`config.mk`:
```
export PLATFORM = sky130hd
export DESIGN_NAME = pe_result_drain16
export DESIGN_NICKNAME = d
export VERILOG_FILES = /design/src/rtl/fp16_pkg.sv /design/src/rtl/fp16_relu.sv /design/src/rtl/pe_result_drain16.sv
export SDC_FILE = /design/constraint.sdc
export NUM_CORES = 1
export LEC_CHECK = 0
export BUFFER_PORTS_ARGS = -buffer_cell sky130_fd_sc_hd__buf_2
export CORE_ASPECT_RATIO = 0.5
export CORE_MARGIN = 4
export CORE_UTILIZATION = 40
export CTS_CLUSTER_DIAMETER = 150
export DETAILED_ROUTE_END_ITERATION = 12
export HOLD_SLACK_MARGIN = 0.02
export PLACE_DENSITY_LB_ADDON = 0.05
export SLEW_MARGIN = 20
export SYNTH_ARGS = -nofsm -noshare
export SYNTH_HDL_FRONTEND = slang
export SYNTH_HIERARCHICAL = 1
export SYNTH_SLANG_ARGS = --single-unit
```
`constraint.sdc`:
```
create_clock -name clk -period 4.5 [get_ports clk]
set_input_delay 0.45 -clock clk [delete_from_list [all_inputs] [get_ports clk]]
set_output_delay 0.45 -clock clk [all_outputs]
set_load 0.005 [all_outputs]
```
`src/rtl/fp16_pkg.sv`:
```
// Shared FP16 types and constants for the PE result path.
// Used by the drain stage and the reusable ReLU.
package fp16_pkg;

  localparam int          FP16_SIGN_BIT = 15;
  localparam logic [15:0] FP16_POS_ZERO = 16'h0000;

  typedef logic [15:0] fp16_t;

  typedef enum logic [1:0] {
    ACCUM,
    SETTLE,
    CAPTURE
  } drain_state_t;

endpackage

```
`src/rtl/fp16_relu.sv`:
```
// Combinational FP16 ReLU.
// Any word with the sign bit set, including -0, -inf and negative NaN, maps to +0.
module fp16_relu
  import fp16_pkg::*;
(
  input  fp16_t word,
  output fp16_t rectified
);

  assign rectified = word[FP16_SIGN_BIT] ? FP16_POS_ZERO : word;

endmodule

```
`src/rtl/pe_result_drain16.sv`:
```
// Counts MAC steps per window, captures all PE accumulators,
// clears them, and streams the buffered results with optional ReLU.
module pe_result_drain16
  import fp16_pkg::*;
#(
  parameter int DATA_WIDTH = 16,
  parameter int NUM_PE     = 8,
  parameter int KERNEL_LEN = 9
) (
  input  logic                       clk,
  input  logic                       reset,
  input  logic                       mac_valid,
  output logic                       mac_ready,
  input  logic [NUM_PE*DATA_WIDTH-1:0] pe_results,
  input  logic                       relu_en,
  output logic                       pe_clear,
  output logic [DATA_WIDTH-1:0]      out_data,
  output logic                       out_valid,
  input  logic                       out_ready,
  output logic                       out_last,
  output logic                       busy
);

  localparam int CW = $clog2(KERNEL_LEN + 1);
  localparam int IW = (NUM_PE > 1) ? $clog2(NUM_PE) : 1;

  localparam logic [CW-1:0] LAST_STEP = CW'(KERNEL_LEN - 1);
  localparam logic [IW-1:0] LAST_IDX  = IW'(NUM_PE - 1);

  drain_state_t  state;
  logic [CW-1:0] stepCnt;
  fp16_t         bufMem [NUM_PE];
  logic          bufFull;
  logic          reluQ;
  logic [IW-1:0] rdIdx;

  logic  stepFire;
  logic  drainFire;
  logic  lastFire;
  fp16_t headWord;
  fp16_t reluWord;

  assign mac_ready = (state == ACCUM);
  assign pe_clear  = (state == CAPTURE);
  assign busy      = (state != ACCUM) || bufFull;

  assign stepFire  = mac_valid && mac_ready;
  assign drainFire = bufFull && out_ready;
  assign lastFire  = drainFire && (rdIdx == LAST_IDX);

  assign headWord  = bufMem[rdIdx];

  fp16_relu uRelu (
    .word      (headWord),
    .rectified (reluWord)
  );

  assign out_valid = bufFull;
  assign out_last  = bufFull && (rdIdx == LAST_IDX);
  assign out_data  = reluQ ? reluWord : headWord;

  always_ff @(posedge clk or posedge reset) begin
    if (reset) begin
      state   <= ACCUM;
      stepCnt <= '0;
      bufFull <= 1'b0;
      rdIdx   <= '0;
      reluQ   <= 1'b0;
      for (int i = 0; i < NUM_PE; i++) begin
        bufMem[i] <= FP16_POS_ZERO;
      end
    end else begin
      unique case (state)
        ACCUM: begin
          if (stepFire) begin
            if (stepCnt == LAST_STEP) begin
              stepCnt <= '0;
              state   <= SETTLE;
            end else begin
              stepCnt <= stepCnt + 1'b1;
            end
          end
        end
        // The word leaving on this edge frees the buffer for next cycle.
        SETTLE: begin
          if (!bufFull || lastFire) begin
            state <= CAPTURE;
          end
        end
        CAPTURE: begin
          state <= ACCUM;
        end
        default: begin
          state <= ACCUM;
        end
      endcase

      if (state == CAPTURE) begin
        bufFull <= 1'b1;
        rdIdx   <= '0;
        reluQ   <= relu_en;
        for (int i = 0; i < NUM_PE; i++) begin
          bufMem[i] <= pe_results[i*DATA_WIDTH +: 16];
        end
      end else if (drainFire) begin
        if (rdIdx == LAST_IDX) begin
          bufFull <= 1'b0;
          rdIdx   <= '0;
        end else begin
          rdIdx <= rdIdx + 1'b1;
        end
      end
    end
  end

endmodule

```
Word-level counts from Yosys, hierarchy flattened:

Cells that the tools add are included.

* multiply operators: 0
* magnitude comparators: 1
* div/mod/pow operators: 0
* add/sub/neg operators: 2
* equality and inequality tests: 7
* mux-type cells: 16
* bitwise operators: 1
* reductions and logical operators: 14
* shift-type cells: 0

Operator list (number)
* 16-bit binary-select mux with 3-bit select: 1
* 16-bit two-way mux: 3
* 15-bit two-way mux: 1
* 3-bit two-way mux: 3
* 2-bit two-way mux: 3
* 2-bit nonzero test: 3
* 4-bit by 1-bit adder with 4-bit output (second input constant): 1
* 4-bit equality test (second input constant): 1
* 4-bit greater-or-equal comparator (second input constant): 1
* 1-bit logical AND: 4
* 4-bit two-way mux: 1
* 2-bit by 1-bit inequality test with 1-bit output (second input constant): 2
* 3-bit NOT with 4-bit output: 1
* 2-bit case mux with 2 select lines: 1
* 2-bit AND reduction: 2
* 3-bit by 1-bit adder with 3-bit output (second input constant): 1
* 3-bit equality test (second input constant): 1
* 1-bit two-way mux: 3
* 3-bit AND reduction: 1
* 2-bit by 1-bit equality test with 1-bit output (second input constant): 1
* 2-bit equality test (second input constant): 1
* 2-bit logical NOT: 1
* 1-bit logical OR: 2
* 2-bit inequality test (second input constant): 1
* 1-bit logical NOT: 1

* bits in writable memories: 0
* memories: 0
* ROM bits: 0
* word-level logic and storage cells: 54
* latch bits: 0
* bits of input ports: 133
* flip-flop bits (word level): 139

Longest topological paths before layout:

Gate-level depths: netlist (run 1).

* depth in word-level cells: 6
* depth in mapped cells: 9

Hierarchy:

Netlist (run 1), hierarchy kept.

By module, submodules not included
* pe_result_drain16: area each 6653.9 µm², sequential area each 3478.3 µm², cells each 491, instances 1
* fp16_relu: area each 143.9 µm², sequential area each 0.0 µm², cells each 18, instances 1

Worst setup path before layout (run 1):

OpenSTA, ideal clock, no wires.

* path kind: register to output
* from: register rdIdx[0]
* to: output port out_data[1]
* data arrival time: 1635 ps
* path buffers: 2
* stages on the path, launching flop included: 9
* required time: 4050 ps
* setup slack: 2415 ps
* cells stage by stage: dfrtp_1 -> buf_4 -> buf_6 -> mux2i_1 -> a22o_1 -> nor2_1 -> and2b_2 -> nand2_1 -> o31ai_2

* cells in the longest elaborated chain, start to end: 6

Ends and longest elaborated chain
* from (decl): line pe_result_drain16.sv:35 `logic [IW-1:0] rdIdx;`
* from (signal assigned): line pe_result_drain16.sv:110 `rdIdx <= rdIdx + 1'b1;`
* 3-bit NOT with 4-bit output (implied by the code): line pe_result_drain16.sv:51 `assign headWord = bufMem[rdIdx];`
* 16-bit binary-select mux with 3-bit select: line pe_result_drain16.sv:51
* 16-bit two-way mux (implied by the code) (2 in a row): line pe_result_drain16.sv:51
* net headWord[15]: line pe_result_drain16.sv:40 `fp16_t headWord;`
* 15-bit two-way mux: line fp16_relu.sv:10 `assign rectified = word[FP16_SIGN_BIT] ? FP16_POS_ZERO : word;`
* net reluWord[1]: line pe_result_drain16.sv:41 `fp16_t reluWord;`
* 16-bit two-way mux: line pe_result_drain16.sv:60 `assign out_data = reluQ ? reluWord : headWord;`
* to (decl): line pe_result_drain16.sv:17 `output logic [DATA_WIDTH-1:0] out_data,`

The timed path passes the listed nets, and every way through them passes these cells. The select of a mux whose other input is x is not followed.

Final worst setup path (run 1):

* from: register rdIdx[0]
* to: output port out_data[3]

The elaborated chain is that of the path after synthesis.

==> results of run 1 <==
## worst paths after layout
check | slack [ns] | depth (start not counted) | endpoint | from
min in group clk | 0.25 | 2 | bufMem[42]$_DFFE_PP0P_ | pe_results[90]
setup / recovery | 1.18 | 8 | out_data[3] | rdIdx[0]$_DFFE_PP0P_
max in group asynchronous | 3.42 | 3 | bufMem[62]$_DFFE_PP0P_ | reset
hold reg to reg | 0.48 | 1 | bufMem[11]$_DFFE_PP0P_ | bufMem[11]$_DFFE_PP0P_
hold / removal | 0.17 | 2 | bufMem[28]$_DFFE_PP0P_ | reset
setup reg to reg | 2.70 | 3 | bufMem[29]$_DFFE_PP0P_ | state[1]$_DFFE_PP0P_
## placed cells by master, fill, tap and decap left out, types with 2 or more instances in the layout
cell type / instances
sky130_fd_sc_hd__buf_2: 153
sky130_fd_sc_hd__mux2_2: 144
sky130_fd_sc_hd__dfrtp_1: 138
sky130_fd_sc_hd__mux2i_1: 33
sky130_fd_sc_hd__nand2_1: 26
sky130_fd_sc_hd__nor2_1: 20
sky130_fd_sc_hd__mux2_1: 18
sky130_fd_sc_hd__a22o_1: 17
sky130_fd_sc_hd__clkbuf_16: 17
sky130_fd_sc_hd__o22ai_1: 16
sky130_fd_sc_hd__o31ai_2: 16
sky130_fd_sc_hd__nor2b_2: 7
sky130_fd_sc_hd__buf_4: 6
sky130_fd_sc_hd__o21ai_0: 5
sky130_fd_sc_hd__nor2b_1: 4
sky130_fd_sc_hd__a21oi_1: 4
sky130_fd_sc_hd__ha_1: 4
sky130_fd_sc_hd__clkinv_2: 4
sky130_fd_sc_hd__bufinv_16: 4
sky130_fd_sc_hd__nand2b_1: 3
sky130_fd_sc_hd__and2b_2: 3
sky130_fd_sc_hd__inv_1: 2
sky130_fd_sc_hd__nand3_1: 2
sky130_fd_sc_hd__clkinv_4: 2
sky130_fd_sc_hd__clkinvlp_4: 2
sky130_fd_sc_hd__clkbuf_1: 2
sky130_fd_sc_hd__and2b_1: 2
## sequential cells by signal, indices dropped and copies added (netlist names)
| name | flops |
|---|---|
| bufMem | 128 |
| stepCnt | 4 |
| rdIdx | 3 |
| state | 2 |
| out_valid | 1 |
| reluQ | 1 |
## report_power, final
part | internal, mW | switching [mW] | leakage, nW
sequential | 1.86 | 0.441 | 1.71
combinational | 1.49 | 1.18 | 1.89
clock | 0.940 | 0.533 | 0.300
total | 4.29 | 2.15 | 3.90
## through the flow
stage / std cells / hold slack [ns] / utilization [%]
2_1_floorplan: 509 / 0.452 / -
3_3_place_gp: 862 / 0.463 / 46.7
3_5_place_dp: 862 / 0.472 / 46.7
4_1_cts: 894 / 0.232 / 50.5
5_1_grt: 894 / 0.215 / 50.5
6_report: 894 / 0.172 / 50.5
## final cells by class
cell class              count  area, um2
repair buffers            160        831
well taps                 227        284
fillers                  1527       8180
flip-flops and latches    139       3480
multi-input cells         333       3100
inverters                   3       18.8
clock buffers              20        447
clock inverters            12        173
## worst register-to-register path: cells and delay by family, from the launching register on
kind,cells,cell delay [ns]
DFF,1,0.41
and+or+nand+nor,1,0.20
muxes,1,0.55
buffers and inverters,1,0.52
## kinds of logic (layout without fill, tap and decap cells)
logic type / after synthesis / in the layout / synth area share [%]
other cells: 1 / 1 / 0.0552
buf+inv: 37 / 195 / 3.33
flops: 139 / 139 / 51.2
simple gates: 73 / 73 / 5.47
fa+ha+maj: 4 / 4 / 0.736
compound gates: 60 / 60 / 7.55
mux: 195 / 195 / 31.7
## per-layer routing
| layer | share of wire, % | GRT usage [%] | vias up |
|---|---|---|---|
| met5 | 0 | 0 | - |
| met3 | 5.7 | 5.04 | 9 |
| met2 | 42 | 24.8 | 91 |
| li1 | - | - | 2141 |
| met4 | 0.72 | 4.11 | 0 |
| met1 | 52 | 26.9 | 2195 |
==> results.sh, run 1 <==
export IMPL_first_global_vias=4595
export IMPL_period_needed_ns=3.32
export IMPL_synthDistinctLibCells=33
export IMPL_route_antenna_remaining_nets=0
export IMPL_cts_root_buffer="sky130_fd_sc_hd__clkbuf_16"
export IMPL_number_of_antenna_violations_at_the_first_check_in_global_routing=0
export IMPL_vias_per_cell=4.96
export IMPL_die_x_um=192
export IMPL_post_route_drc_count=0
export IMPL_maxClockFrequency_mhz=301
export IMPL_cts_buffers=17
export IMPL_final_period_utilization_pct=73.8
export IMPL_report_final_hold_viol_count=0
export IMPL_die_area_um2=19300
export IMPL_run_status="completed"
export IMPL_grt_pass1_wl_um=25700
export IMPL_detail_route_wl_per_cell_um=18.4
export IMPL_place_gp_congestion=0.735
export IMPL_drt_iter0_markers=155
export IMPL_coreArea_um2=16500
export IMPL_cts_htree_levels=4
export IMPL_final_setup_tns_ns=0
export IMPL_critPathKind="flop to output port"
export IMPL_globalRouteTotalUtil_pct=17.7
export IMPL_critPathLaunchType="flop"
export IMPL_pnr_worst_setup_slack_ns=1.18
export IMPL_worst_path_max_fanout=49
export IMPL_max_slew_worst_pin_slew_ns=0.784
export IMPL_placedInstanceArea_um2=7710
export IMPL_clkLatencyLatePin_ns=0.42
export IMPL_floorplan_initialDensity_pct=41.2
export IMPL_cts_sinks=139
export IMPL_port_buffer_count=153
export IMPL_synth_seq_cells=139
export IMPL_arrival_ns=2.87
export IMPL_drt_pre_antenna_iters=4
export IMPL_ctsResizeCount=0
export IMPL_timing_clock_skew_ns=0.00820
export IMPL_netlist_top_cells_area="sky130_fd_sc_hd__dfrtp_1 (51%), sky130_fd_sc_hd__mux2_2 (24%), sky130_fd_sc_hd__mux2i_1 (4.9%)"
export IMPL_syn_area_um2=6800
export IMPL_area_growth_pct=22.6
export IMPL_rsz0062_at_grt="no"
export IMPL_synth_top_cells_by_count="sky130_fd_sc_hd__mux2_2 (144), sky130_fd_sc_hd__dfrtp_1 (139), sky130_fd_sc_hd__mux2i_1 (33)"
export IMPL_report_final_setup_viol=0
export IMPL_critPathSlowestCell="sky130_fd_sc_hd__dfrtp_4"
export IMPL_globalRoute_totalOverflow=0
export IMPL_row_count=33
export IMPL_crit_path_cell_trace="buf_4, mux2i_1, a22o_1, nor2_1, nor2b_2, nand2_1, o31ai_2, buf_2"
export IMPL_top_level_pins=154
export IMPL_die_height_um=100
export IMPL_antenna_cells=0
export IMPL_final_max_slew_viol_count=0
export IMPL_synthCells=509
export IMPL_slew_headroom_pct=47.8
export IMPL_total_power_mw=6.44
export IMPL_synth_edff_count=0
export IMPL_seq_area_frac_synth_pct=51.2
export IMPL_clock_tree_buffer_depth=2
export IMPL_yosys_most_used_dff="sky130_fd_sc_hd__dfrtp_1"
export IMPL_synthDominantCellAreaShare_pct=51.2
export IMPL_post_dp_hpwl_um=11600
export IMPL_synth_fp_nets=646
export IMPL_max_cap_violations=0
export IMPL_leakage_nw=3.90
export IMPL_clock_tree_from_tritoncts="done"
export IMPL_critical_path_max_stage_delay_ns=0.91
export IMPL_drive_gt1_share_pct=54.7
export IMPL_wl_um=16400
export IMPL_critical_path_required_time_ns=4.05
export IMPL_worst_path_buf_inv=2
export IMPL_clk_pin_slew_worst_paths_ns=0.07
export IMPL_timing_critical_path_to_type="output port"
export IMPL_final_net_count=791
export IMPL_synth_warnings=6
export IMPL_powerDensity_nw_per_um2=773
export IMPL_place_worst_setup_slack_ns=1.61
export IMPL_post_route_cell_area_um2=8340
export IMPL_worst_ir_drop_vdd_mv=0.292
export IMPL_yosysMostFrequentCell="sky130_fd_sc_hd__mux2_2"
export IMPL_hp_class="primary input to asynchronous set/reset pin"
export IMPL_cts_hold_fix_buffers=0
export IMPL_cts_setup_buffers=0
export IMPL_route_vias_total=4436
export IMPL_maximum_number_of_pins_on_one_net_before_global_route_repair=134
export IMPL_postSynth_asyncResetShare_pct=100
export IMPL_netlist_top_cell_by_area="sky130_fd_sc_hd__dfrtp_1"
export IMPL_cpLargestDelayFamily="flip-flops"
export IMPL_syn_mean_instance_area_um2=13.4
Power figures use the tool's default switching activity.
==> run 2: changes to the inputs <==
==> constraint.sdc (replaced) <==
create_clock -name clk -period 3 [get_ports clk]
set_input_delay 0.3 -clock clk [delete_from_list [all_inputs] [get_ports clk]]
set_output_delay 0.3 -clock clk [all_outputs]
set_load 0.005 [all_outputs]
==> run 2 against run 1 <==
Compared with the run above: first-iteration DRC count fell by 19%; routed wire length increased by 2.6%; cell count rose by 0.67%; core utilization increased by 0.22 points; die area is the same; register-to-register slack worse by 1.5 ns; count of clock-buffer cells in the layout up 2; critical path depth did not move; clock power increased by 28%; critical endpoint is now out_data[7]; sequential cell count stayed put; total power rose by 47%; worst setup slack got worse by 1.0 ns.
==> results.sh, run 2 (synthesis results as in run 1) <==
export IMPL_coreArea_um2=16500
export IMPL_floorplan_initialDensity_pct=41.2
export IMPL_hp_class="primary input to flop"
export IMPL_most_used_cells_in_the_layout_excluding_fill_and_tap_cells="sky130_fd_sc_hd__buf_2 (153), sky130_fd_sc_hd__mux2_2 (144), sky130_fd_sc_hd__dfrtp_1 (138)"
export IMPL_die_x_um=192
export IMPL_place_gp_congestion=0.771
export IMPL_area_growth_pct=23.2
export IMPL_max_reg_flops=128
export IMPL_clkLatencyLatePin_ns=0.42
export IMPL_max_flop_register="bufMem"
export IMPL_final_hold_worst_slack_ns=0.0946
export IMPL_timing_critical_path_to_type="output port"
export IMPL_route_vias_total=4513
export IMPL_cts_buffers=17
export IMPL_critical_path_required_time_ns=2.70
export IMPL_critPathKind="flop to output port"
export IMPL_post_dp_hpwl_um=11900
export IMPL_drive_gt1_share_pct=55.7
export IMPL_maximum_number_of_pins_on_one_net_before_global_route_repair=80
export IMPL_final_setup_tns_ns=0
export IMPL_cts_root_buffer="sky130_fd_sc_hd__clkbuf_16"
export IMPL_drt_pre_antenna_iters=4
export IMPL_post_route_drc_count=0
export IMPL_wl_um=16900
export IMPL_final_net_count=798
export IMPL_worst_r2r_setup_slack_ns=1.23
export IMPL_rsz0062_at_grt="no"
export IMPL_timing_clock_skew_ns=0.00634
export IMPL_final_max_slew_viol_count=0
export IMPL_first_global_vias=4609
export IMPL_report_final_hold_viol_count=0
export IMPL_period_needed_ns=2.85
export IMPL_cts_htree_levels=4
export IMPL_total_power_mw=9.49
export IMPL_slew_headroom_pct=66.7
export IMPL_critPathLaunchType="flop"
export IMPL_powerDensity_nw_per_um2=1130
export IMPL_worst_r2r_endpoint="rdIdx[0]$_DFFE_PP0P_"
export IMPL_detail_route_wl_per_cell_um=18.7
export IMPL_die_height_um=100
export IMPL_regToRegStartpoint="rdIdx[0]$_DFFE_PP0P_"
export IMPL_reg_largest_list="bufMem: 128 flops, stepCnt: 4 flops, rdIdx: 3 flops"
export IMPL_vias_per_cell=5.01
export IMPL_arrival_ns=2.55
export IMPL_globalRouteTotalUtil_pct=17.8
export IMPL_final_period_utilization_pct=95.1
export IMPL_timing_hold_worst_endpoint="bufMem[17]$_DFFE_PP0P_"
export IMPL_antenna_cells=0
export IMPL_drt_iter0_markers=125
export IMPL_max_cap_violations=0
export IMPL_die_area_um2=19300
export IMPL_globalRoute_totalOverflow=0
export IMPL_number_of_antenna_violations_at_the_first_check_in_global_routing=1
export IMPL_port_buffer_count=153
export IMPL_worst_ir_drop_vdd_mv=0.469
export IMPL_report_final_setup_viol=0
export IMPL_worst_path_max_fanout=26
export IMPL_cell_depth_of_the_worst_flop_to_flop_path=6
export IMPL_leakage_nw=3.92
export IMPL_grt_pass1_wl_um=25800
export IMPL_row_count=33
export IMPL_cts_sinks=139
export IMPL_top_level_pins=154
export IMPL_clock_tree_from_tritoncts="done"
export IMPL_clk_pin_slew_worst_paths_ns=0.06
export IMPL_final_fill_count=1516
export IMPL_final_common_cell="sky130_fd_sc_hd__buf_2"
export IMPL_min_delay_start="pe_results[97]"
export IMPL_run_status="completed"
export IMPL_hold_depth=2
export IMPL_route_antenna_remaining_nets=0
export IMPL_max_slew_worst_pin_slew_ns=0.498
export IMPL_maxClockFrequency_mhz=351
export IMPL_clock_tree_buffer_depth=2
[run 2: changes by cell type in the layout (fill, tap and decap cells not counted), sizes merged]
| cell | change |
|---|---|
| buf | +5 |
| bufinv | -4 |
| clkbuf | +3 |
| clkinv | +2 |
| dlygate4sd3 | +1 |
| inv | -1 |
[run 2: final cells by class]
cell class,instances,area (um2),share of cell area [%]
Clock buffer,22,474,5.66
Tap cell,227,284,3.39
Timing Repair Buffer,167,936,11.2
Inverter,3,15.0,0.179
Multi-Input combinational cell,333,3130,37.4
Sequential cell,139,3480,41.6
Clock inverter,9,47.5,0.568
[run 2: through the flow]
| step | instances | setup slack [ns] | cell area [um2] | utilization [%] |
|---|---|---|---|---|
| final | 900 | 0.147 | 8370 | 50.7 |
| after global routing | 900 | 0.0533 | 8370 | 50.7 |
| after CTS | 899 | 0.00385 | 8330 | 50.4 |
| after detailed placement | 867 | 0.404 | 7780 | 47.1 |
| after global placement | 867 | 0.179 | 7770 | 47.1 |
| after floorplan | 509 | 0.965 | 6800 | - |
[run 2: repair_timing]
action,4_1_cts,5_1_grt
resized for setup,3,3
cloned,0,1
setup buffers,0,0
hold buffers,1,0
hold endpoints to repair,9,0
endpoints found under the setup margin,5,9
[run 2: layer usage]
metal / part of all wire (%) / up-vias / global-route usage, % / wire length [um]
li1: - / 2154 / - / -
met1: 51 / 2254 / 26.3 / 8560
met2: 43 / 86 / 25.7 / 7300
met3: 4.8 / 17 / 5.11 / 815
met4: 1.0 / 2 / 4.65 / 170
met5: 0.077 / - / 0 / 13
[run 2: worst max-delay path by stage]
stage	startpoint	end	cells past startpoint
CTS	rdIdx[0]$_DFFE_PP0P_	out_data[8]	8
finish	rdIdx[0]$_DFFE_PP0P_	out_data[7]	8
global placement	rdIdx[0]$_DFFE_PP0P_	out_data[12]	7
detailed placement	rdIdx[0]$_DFFE_PP0P_	out_data[6]	8
global route	rdIdx[0]$_DFFE_PP0P_	out_data[7]	8
floorplan	reset	bufMem[0]$_DFFE_PP0P_	1
[run 2: where the power goes]
| part | leakage (nW) | internal [mW] | switching [mW] | total, mW |
|---|---|---|---|---|
| clock network | 0.265 | 1.10 | 0.779 | 1.88 |
| logic | 1.95 | 2.32 | 1.97 | 4.29 |
| registers | 1.71 | 2.79 | 0.533 | 3.32 |
[run 2: worst max-delay path, cell delays in order, from the launching register on]
cell and delay (ns):
sky130_fd_sc_hd__dfrtp_4 0.63, sky130_fd_sc_hd__buf_16 0.25, sky130_fd_sc_hd__mux2_2 0.35, sky130_fd_sc_hd__o22ai_1 0.36, sky130_fd_sc_hd__nor2_1 0.08, sky130_fd_sc_hd__nor2b_2 0.16
sky130_fd_sc_hd__nand2_1 0.09, sky130_fd_sc_hd__o31ai_2 0.07, sky130_fd_sc_hd__buf_2 0.14
